==> config.mk <==
export PLATFORM = sky130hd
export DESIGN_NAME = adc_fir_filter
export DESIGN_NICKNAME = d
export VERILOG_FILES = /design/src/rtl/adc_fir_pkg.sv /design/src/rtl/fir_coef_rom.sv /design/src/rtl/adc_fir_filter.sv
export SDC_FILE = /design/constraint.sdc
export NUM_CORES = 1
export LEC_CHECK = 0
export BUFFER_PORTS_ARGS = -buffer_cell sky130_fd_sc_hd__buf_2
export CORE_MARGIN = 2
export CORE_UTILIZATION = 45
export DETAILED_ROUTE_END_ITERATION = 6
export GPL_ROUTABILITY_DRIVEN = 1
export GPL_TIMING_DRIVEN = 0
export PLACE_DENSITY_LB_ADDON = 0.3
export SLEW_MARGIN = 20
export SYNTH_ARGS = -nofsm -noshare
export SYNTH_HDL_FRONTEND = slang
export SYNTH_SLANG_ARGS = --single-unit
==> constraint.sdc <==
create_clock -name clk -period 15.4 [get_ports clk]
set_input_delay 1.54 -clock clk [delete_from_list [all_inputs] [get_ports clk]]
set_output_delay 1.54 -clock clk [all_outputs]
set_load 0.1 [all_outputs]
==> src/rtl/adc_fir_pkg.sv <==
// Shared types, widths and the fixed coefficient set for the ADC FIR stage.
package adc_fir_pkg;

  localparam int unsigned TAPS_DEF = 16;
  localparam int unsigned SAMPLE_W = 16;
  localparam int unsigned COEF_W   = 16;
  localparam int unsigned ADC_W    = 12;

  typedef enum logic [1:0] {
    IDLE = 2'd0,
    MAC  = 2'd1,
    RND  = 2'd2
  } state_t;

  // Symmetric low-pass taps in Q1.15; their sum (30208) stays below unity gain.
  localparam logic signed [COEF_W-1:0] COEF [0:TAPS_DEF-1] = '{
    -16'sd256, 16'sd0,    16'sd512,  16'sd1024,
     16'sd2048, 16'sd3072, 16'sd4096, 16'sd4608,
     16'sd4608, 16'sd4096, 16'sd3072, 16'sd2048,
     16'sd1024, 16'sd512,  16'sd0,   -16'sd256
  };

  localparam logic signed [SAMPLE_W-1:0] SAT_MAX = 16'sh7FFF;
  localparam logic signed [SAMPLE_W-1:0] SAT_MIN = 16'sh8000;

  // 12-bit offset-binary ADC code to Q1.15.
  function automatic logic signed [SAMPLE_W-1:0] adc_to_q15(input logic [ADC_W-1:0] s);
    return {~s[ADC_W-1], s[ADC_W-2:0], 4'b0000};
  endfunction

endpackage

==> src/rtl/fir_coef_rom.sv <==
// Combinational coefficient lookup: idx -> h[idx]; indices past the table read zero.
module fir_coef_rom
  import adc_fir_pkg::*;
#(
  parameter int unsigned TAPS  = TAPS_DEF,
  parameter int unsigned IDX_W = $clog2(TAPS)
) (
  input  logic [IDX_W-1:0]         idx,
  output logic signed [COEF_W-1:0] coef_c
);

  always_comb begin
    coef_c = '0;
    for (int unsigned k = 0; k < TAPS_DEF; k++) begin
      if (32'(idx) == k) coef_c = COEF[k];
    end
  end

endmodule

==> src/rtl/adc_fir_filter.sv <==
// Single-multiplier sequential FIR between the serial ADC interface and the equalizer.
// Optional build macro ADC_FIR_BYPASS_EN adds a bypass port that passes the converted sample through.
module adc_fir_filter
  import adc_fir_pkg::*;
#(
  parameter int unsigned TAPS  = TAPS_DEF,
  parameter int unsigned ACC_W = 32 + $clog2(TAPS)
) (
  input  logic                       clk,
  input  logic                       reset,
  input  logic                       listo,
  input  logic [15:0]                d_out,
  output logic signed [SAMPLE_W-1:0] y_out,
  output logic                       y_valid,
  output logic                       busy,
  output logic                       overrun
`ifdef ADC_FIR_BYPASS_EN
  ,
  input  logic                       bypass
`endif
);

  localparam int unsigned IDX_W  = $clog2(TAPS);
  localparam int unsigned Q_W    = ACC_W - 15;
  localparam int unsigned PROD_W = SAMPLE_W + COEF_W;

  state_t state, state_next;
  logic   accept_c, mac_en_c, rnd_en_c;

  logic signed [SAMPLE_W-1:0] x_line [TAPS];
  logic signed [ACC_W-1:0]    acc;
  logic [IDX_W-1:0]           idx;
  logic                       bypass_q;

  logic signed [COEF_W-1:0]   coef_c;
  logic signed [PROD_W-1:0]   prod_c;
  logic signed [ACC_W-1:0]    r_c;
  logic signed [Q_W-1:0]      q_c;
  logic [Q_W-SAMPLE_W:0]      hi_c;
  logic signed [SAMPLE_W-1:0] sat_c;
  logic                       unused_bits_c;

  assign unused_bits_c = ^d_out[15:12];

  fir_coef_rom #(
    .TAPS  (TAPS),
    .IDX_W (IDX_W)
  ) u_rom (
    .idx    (idx),
    .coef_c (coef_c)
  );

  // State register
  always_ff @(posedge clk or negedge reset) begin
    if (!reset) state <= IDLE;
    else        state <= state_next;
  end

  // Next state and datapath enables
  always_comb begin
    state_next = state;
    accept_c   = 1'b0;
    mac_en_c   = 1'b0;
    rnd_en_c   = 1'b0;
    unique case (state)
      IDLE: begin
        if (listo) begin
          accept_c   = 1'b1;
          state_next = MAC;
        end
      end
      MAC: begin
        mac_en_c = 1'b1;
        if (idx == IDX_W'(TAPS - 1)) state_next = RND;
      end
      RND: begin
        rnd_en_c   = 1'b1;
        state_next = IDLE;
      end
      default: state_next = IDLE;
    endcase
  end

  // Product, rounding and saturation
  always_comb begin
    prod_c = PROD_W'(x_line[idx]) * PROD_W'(coef_c);
    r_c    = acc + ACC_W'(16384);
    q_c    = Q_W'(r_c >>> 15);
    hi_c   = q_c[Q_W-1:SAMPLE_W-1];
    if ((&hi_c) || !(|hi_c)) sat_c = q_c[SAMPLE_W-1:0];
    else if (q_c[Q_W-1])     sat_c = SAT_MIN;
    else                     sat_c = SAT_MAX;
  end

`ifdef ADC_FIR_BYPASS_EN
  always_ff @(posedge clk or negedge reset) begin
    if (!reset)        bypass_q <= 1'b0;
    else if (accept_c) bypass_q <= bypass;
  end
`else
  assign bypass_q = 1'b0;
`endif

  // Delay line, accumulator and registered outputs
  always_ff @(posedge clk or negedge reset) begin
    if (!reset) begin
      for (int unsigned k = 0; k < TAPS; k++) x_line[k] <= '0;
      acc     <= '0;
      idx     <= '0;
      y_out   <= '0;
      y_valid <= 1'b0;
      busy    <= 1'b0;
      overrun <= 1'b0;
    end else begin
      y_valid <= rnd_en_c;
      busy    <= (state_next != IDLE);
      if (listo && (state != IDLE)) overrun <= 1'b1;
      if (accept_c) begin
        for (int unsigned k = TAPS - 1; k > 0; k--) x_line[k] <= x_line[k-1];
        x_line[0] <= adc_to_q15(d_out[ADC_W-1:0]);
        acc       <= '0;
        idx       <= '0;
      end
      if (mac_en_c) begin
        acc <= acc + ACC_W'(prod_c);
        idx <= idx + IDX_W'(1);
      end
      // Bypass reuses the newest sample, which a dropped strobe never disturbs.
      if (rnd_en_c) y_out <= bypass_q ? x_line[0] : sat_c;
    end
  end

endmodule

# Word level (Yosys, flattened, before mapping)
# Cells that the tools add are included.
[totals]
register_bits = 253
inputBits = 19
output_inout_bits = 19
wordCells = 89
[classes]
n_addsub = 3
multipliers = 1
n_lt_le_gt_ge = 1
eq_ne = 17
muxes = 32
bitwise_logic = 2
n_reduce_logical = 10
[op_table]
columns = ["cell", "count"]
rows = [
  ["16-bit two-way mux", 20],
  ["36-bit two-way mux", 2],
  ["16-bit binary-select mux with 4-bit select", 1],
  ["36-bit by 16-bit adder with 36-bit output, second input constant", 1],
  ["36-bit by 32-bit adder with 36-bit output", 1],
  ["4-bit equality test, second input constant", 8],
  ["16-bit by 16-bit multiplier with 32-bit output", 1],
  ["4-bit by 3-bit equality test with 1-bit output, second input constant", 4],
  ["4-bit by 2-bit equality test with 1-bit output, second input constant", 2],
  ["4-bit two-way mux", 2],
  ["6-bit AND reduction", 1],
  ["2-bit nonzero test", 3],
  ["6-bit OR reduction", 1],
  ["5-bit greater-or-equal comparator, second input constant", 1],
  ["4-bit NOT with 5-bit output", 1],
  ["4-bit by 1-bit adder with 4-bit output, second input constant", 1],
  ["4-bit by 1-bit equality test with 1-bit output, second input constant", 1],
  ["4-bit zero test", 1],
  ["1-bit two-way mux", 4],
  ["2-bit two-way mux", 2],
  ["2-bit case mux with 2 select lines", 1],
  ["2-bit by 1-bit equality test with 1-bit output, second input constant", 1],
  ["2-bit equality test, second input constant", 1],
  ["2-bit zero test", 1],
  ["4 further kinds", 4],
]

# Logic depth before layout (Yosys ltp)
# Gate-level depths: netlist of the first run.
[logic_depth]
word_depth = 20
depth_mapped = 31
depth_no_buf = 27

# Modules after synthesis
# From an unflattened synthesis of the first run, not the netlist that was laid out.
[unflattened]
cells_unflattened = 1833
area_unflattened_um2 = 21131.5
[modules_own_cells]
columns = ["module", "instances", "cells_per_inst", "area_per_inst_um2", "seq_area_each_um2"]
rows = [
  ["adc_fir_filter", 1, 1801, 20910.1, 6231.0],
  ["fir_coef_rom", 1, 32, 221.5, 0.0],
]

# Least setup slack after synthesis of the first run
# Ideal clock, no wire load.
[synth_path]
path_type = "register -> register"
startpoint = "register idx[1]"
endpoint = "register acc[35]"
setup_time_ns = 0.069
arrival_ns = 7.313
required_time_ns = 15.331
slack_ns = 8.018
stages_incl_launch_ff = 27
n_path_buf = 4
synth_period_minus_slack_ns = 7.382
cell_sequence = "dfrtp_1 > buf_1 > clkbuf_1 > inv_1 > ha_1 > nor2b_1 > a31oi_1 > clkbuf_1 > clkbuf_1 > nor2_1 > ha_1 > inv_1 > fa_1 > inv_1 > fa_1 > fa_1 > fa_1 > fa_1 > ha_1 > a21oi_1 > o21ai_1 > o2111ai_1 > a21oi_1 > o41ai_2 > o21ai_0 > or3_1 > nand3_1"
[synth_between]
elab_chain_cells = 20
elab_cells_between_ends = 39
cone_classes = "add/sub: 1; mul: 1; eq/ne: 15; mux: 20; bitwise: 1; reduce/logical: 1"
[synth_lines]
columns = ["item", "line_no", "rtl"]
rows = [
  ["start: declaration", "adc_fir_filter.sv:32", "logic [IDX_W-1:0] idx;"],
  ["start signal: assignment", "adc_fir_filter.sv:126", "idx <= idx + IDX_W'(1);"],
  ["4-bit zero test", "fir_coef_rom.sv:15", "if (32'(idx) == k) coef_c = COEF[k];"],
  ["16-bit two-way mux (16 in a row)", "fir_coef_rom.sv:15", ""],
  ["16-bit by 16-bit multiplier with 32-bit output (*)", "adc_fir_filter.sv:86", "prod_c = PROD_W'(x_line[idx]) * PROD_W'(coef_c);"],
  ["36-bit by 32-bit adder with 36-bit output (*)", "adc_fir_filter.sv:125", "acc <= acc + ACC_W'(prod_c);"],
  ["36-bit two-way mux (*)", "adc_fir_filter.sv:124", "if (mac_en_c) begin"],
  ["end signal: assignment", "adc_fir_filter.sv:125", ""],
  ["end: declaration", "adc_fir_filter.sv:31", "logic signed [ACC_W-1:0] acc;"],
]
# Every way passes the cells marked *; elsewhere a longest branch is shown, timed or not. The select of a mux whose other input is x is not followed.
# A chain may end at the register's enable or synchronous reset.

# Worst setup path after layout of the first run
# Same ends and word-level chain as after synthesis.

==> results.tsv, run 1 <==
metric	value	unit
start_kind	flip-flop	
r2r-start	idx[1]	
dp_hpwl	29900	microns
use_met3	2.69	%
clkLatencyLatePin	0.59	ns
io_buffers	33	
grt_pass1_wl	65500	microns
ys_seq_area_share	38.1	%
slowest_delay	0.71	ns
antenna_found_initial	0	
hold_viol	0	
cts_buffers	28	
use_met1	32.2	%
path_depth	26	
detailed_place.area	16700	sq um
clk_pin_slew_worst_paths	0.06	ns
die_x	192	microns
hold_buffers	0	
r2r-end	acc[35]	
regArea	6030	sq um
initial_core_util	45.8	%
wire_per_inst	17.9	microns
core	34600	sq um
relSlewSlack	41.4	%
endpoint_kind	flip-flop	
synth_top_area_share	38.1	%
synth_cells	1683	
remaining_drc_errors	0	
globalplace.congestion	0.863	
slowest_stage	buf_1	
root_buffer	clkbuf_16	
cts_tree	yes	
cpMostUsedCell	fa_1	
async_flop_share	100	%
final_area	17600	sq um
critPathBufInv	7	
ys_seq_elements	241	
layout_setup_ws	5.94	ns
fillers	3224	
place_worst_setup_slack	6.12	ns
worstPathMaxFanout	10	
synthTopCellsByCount	nand2_1, dfrtp_1, inv_1	
rsz0062_at_grt	no	
finalMaxSlewViolations	0	
synthFlopType	dfrtp_1	
row_count	68	
syn-cell-area	15800	sq um
critPathTopFamily	adder cells	
cts_sinks	241	
synth_edf_count	0	
clock.fmax	106	MHz
cts.path.max_buffers	3	
ios	38	
rr_worst_depth	26	
yosysTopAreaCell	dfrtp_1	
cp-endpoint	acc[35]	
grt-ovfl-total	0	
cts_resized	0	
drive_gt1_share	10.1	%
top_usage_layer	met2	
h-tree-depth	1	
post_cts_buffers	0	
nets	1950	
dieHeight	192	microns
syn_nets	1884	
setup_viol	0	
synth_warnings	0	
first_iter_violations	1097	
vias_per_cell	5.35	
cap_viol_max_count	0	
synth_cell_type_count	68	
met2_usage	36.5	%
diodes	0	
grt_usage	22.9	%
grt_pass1_vias	11971	
min_from	x_line[94]	
r2r_slack	5.94	ns
cp.required	15.88	ns
yosysMostFrequentCell	nand2_1	
drt_wl_total	39900	microns
first_pass_iters	5	
synth.avg_cell_area	9.41	sq um
worst_slew_pin_slew	0.878	ns
ant_nets	0	
grt_max_degree	71	
crit_arrival	9.94	ns
fin_crit	9.46	ns
period_share	61.4	%
layoutNonFillerInstCount	2224	
vias	11905	
dieArea	36700	sq um
synth_top_cells_by_area	dfrtp_1, nand2_1, fa_1, mux4_2, ha_1	
tns	0	ns
worstSetupPathType	reg -> reg	
startpoint	idx[1]	
status	finished clean	
hp-class	reg -> reg	
synthToLayoutAreaGrowth	11.4	%
finClkSkew	0.0503	ns
dp_cells	2174	
multi_input_area	9020	sq um
## flip-flops by register name, summed over array words and instances (netlist names)
name,cells
x_line,192
acc,24
y_out,16
idx,4
state,2
busy,1
overrun,1
y_valid,1
## cells by family after synthesis
logic type,synth area share [%]
adders and majority gates,19.2
buffers and inverters,4.98
muxes,8.51
AOI/OAI and AO/OA,6.76
DFF,38.1
and+or+nand+nor,20.7
xor gates and xnor gates,1.76
## per-layer routing
| metal | up-vias | wire (microns) |
|---|---|---|
| met5 | - | 0 |
| met4 | 0 | 1770 |
| met3 | 92 | 1870 |
| met2 | 313 | 18400 |
| met1 | 5908 | 17800 |
| li1 | 5592 | - |
## tightest hold or removal path: cells and delay by family (launching register included)
family	cells	cell delay [ns]
flip-flops	1	0.37
AND/OR/NAND/NOR	2	0.11
## worst min-delay path by stage
| stage | end | slack, ns | depth (start not counted) |
|---|---|---|---|
| global route | x_line[14] | 0.49 | 2 |
| CTS | x_line[78] | 0.46 | 2 |
| detailed placement | overrun | 0.46 | 1 |
| finish | x_line[78] | 0.46 | 2 |
| global placement | overrun | 0.45 | 1 |
| floorplan | x_line[10] | 0.44 | 2 |
## cells in the final DEF, fill, tap and decap left out, drive strengths merged, types with 11 or more instances in the layout
| cell type | netlist | routed |
|---|---|---|
| a21oi | 21 | 21 |
| nand3 | 20 | 20 |
| and2 | 20 | 20 |
| buf | 24 | 60 |
| fa | 101 | 101 |
| nor2 | 68 | 68 |
| o211ai | 18 | 18 |
| clkbuf | 60 | 100 |
| mux2i | 11 | 11 |
| inv | 116 | 117 |
| xor2 | 18 | 18 |
| nor2b | 14 | 14 |
| ha | 81 | 81 |
| o21ai | 45 | 45 |
| nand2 | 643 | 643 |
| mux4 | 50 | 50 |
| xnor2 | 13 | 13 |
| dfrtp | 241 | 241 |
| o21a | 13 | 13 |
## stage by stage
stage / hold slack, ns / utilization (%)
finish: 0.458 / 51.0
global route: 0.490 / 51.0
CTS: 0.461 / 51.0
detailed placement: 0.456 / 48.1
global placement: 0.449 / 47.9
floorplan: 0.441 / -
## cell type report
cell class                      instances  share of cell area, %
Buffer                                 84                   2.01
Clock buffer                           40                   4.62
Clock inverter                         10                  0.915
Inverter                              116                   2.47
Multi-Input combinational cell       1242                   51.1
Sequential cell                       241                   34.2
Tap cell                              455                   3.23
Timing Repair Buffer                   36                   1.46
Power of run 1 is left out: the tool's default activity adds up to more than one toggle a clock period on the data nets, which glitch-free logic cannot reach.
==> run 2, diff against run 1 <==
==> constraint.sdc (replaced) <==
create_clock -name clk -period 8.7 [get_ports clk]
set_input_delay 0.87 -clock clk [delete_from_list [all_inputs] [get_ports clk]]
set_output_delay 0.87 -clock clk [all_outputs]
set_load 0.1 [all_outputs]
==> results.tsv, run 2 (synthesis results as in run 1) <==
metric	value	unit
period_share	94.8	%
finClkSkew	0.0511	ns
fin_crit	8.24	ns
grt_max_degree	71	
relSlewSlack	45.2	%
h-tree-depth	1	
largest_reg_flops	192	
hold_viol	0	
initial_core_util	45.8	%
critPathTopFamily	adder cells	
r2r-start	idx[1]	
rsz0062_at_grt	no	
setup_viol	0	
io_buffers	33	
hp-class	in -> async	
worstPathMaxFanout	10	
vias_per_cell	5.35	
dieHeight	192	microns
endpoint_kind	flip-flop	
final_common_cell	nand2_1	
cts_tree	yes	
nets	1948	
cap_viol_max_count	0	
slowest_delay	0.59	ns
globalplace.congestion	0.863	
start_kind	flip-flop	
r2r-end	acc[35]	
grt_usage	22.9	%
dp_cells	2174	
crit_arrival	8.73	ns
slowest_stage	buf_1	
drive_gt1_share	10.5	%
worstSetupPathType	reg -> reg	
root_buffer	clkbuf_16	
clkLatencyLatePin	0.59	ns
antenna_found_initial	0	
path_cells	buf_1 > clkbuf_2 > mux4_2 > mux2_2 > o21ai_0 > nor2_1 > ha_1 > inv_1 > fa_1 > inv_1 > fa_1 > fa_1 > fa_1 > fa_1 > ha_1 > a21oi_1 > o21ai_1 > o2111ai_1 > a21oi_1 > o41ai_2 > o21ai_0 > or3_1 > nand3_1	
wire_per_inst	17.9	microns
critPathBufInv	4	
worst_slew_pin_slew	0.813	ns
cts_buffers	28	
post_cts_buffers	0	
ios	38	
rr_worst_depth	23	
grt-ovfl-total	0	
cts.path.max_buffers	3	
grt_pass1_vias	11996	
die_x	192	microns
dieArea	36700	sq um
status	finished clean	
ant_nets	0	
top_regs	x_line x192, acc x24, y_out x16	
core	34600	sq um
cp.required	9.18	ns
first_iter_violations	1096	
clk_pin_slew_worst_paths	0.06	ns
vias	11877	
synthToLayoutAreaGrowth	11.5	%
clock.fmax	121	MHz
remaining_drc_errors	0	
first_pass_iters	5	
mostFrequentLayoutCells	nand2_1, dfrtp_1, inv_1	
dp_hpwl	29900	microns
diodes	0	
layoutNonFillerInstCount	2222	
row_count	68	
finalMaxSlewViolations	0	
cpMostUsedCell	fa_1	
regMostFlops	x_line	
grt_pass1_wl	65500	microns
drt_wl_total	39700	microns
r2r_slack	0.46	ns
cts_sinks	241	
## run 2: changes by cell type in the layout (fill, tap and decap cells not counted), sizes merged
cell,delta
buf,-3
clkbuf,+1
## run 2: area by class of cell
class,instances,area [sq um]
Fill cell,3230,17000
Sequential cell,241,6030
Multi-Input combinational cell,1242,9030
Timing Repair Buffer,36,258
Buffer,82,358
Clock buffer,40,816
Clock inverter,10,161
Tap cell,455,569
Inverter,116,435
## run 2: metal layers
| layer | GRT usage, % | part of all wire, % | up-vias |
|---|---|---|---|
| li1 | - | - | 5590 |
| met1 | 32.0 | 45 | 5904 |
| met2 | 36.5 | 47 | 304 |
| met3 | 2.87 | 4.4 | 79 |
| met4 | 8.73 | 3.9 | 0 |
| met5 | 0 | 0 | - |
## run 2: how the worst max path moves through the flow
stage,end,slack (ns),depth (start not counted),from
after detailed placement,acc[35],-0.58,26,idx[1]
after CTS,acc[35],0.06,31,idx[0]
after global placement,acc[35],-0.52,26,idx[1]
after floorplan,acc[35],1.32,26,idx[1]
final,acc[35],0.46,23,idx[1]
after global routing,acc[35],0.06,23,idx[1]
## run 2: metrics by stage
stage / utilization [%] / hold WS [ns] / setup slack [ns] / area [sq um] / TNS (ns)
floorplan: - / 0.441 / 1.32 / 15800 / 0
global placement: 47.9 / 0.449 / -0.519 / 16600 / -1.88
detailed placement: 48.1 / 0.456 / -0.585 / 16700 / -2.35
CTS: 51.0 / 0.268 / 0.0611 / 17700 / 0
global route: 51.0 / 0.270 / 0.0642 / 17700 / 0
finish: 51.0 / 0.235 / 0.456 / 17700 / 0
## run 2: what timing repair did
action                     in CTS  in global routing
hold endpoints to repair        0                  0
gates resized for setup         3                 11
hold buffers                    0                  0
setup endpoints to repair      11                  7
Power of run 2 is left out for the same reason.
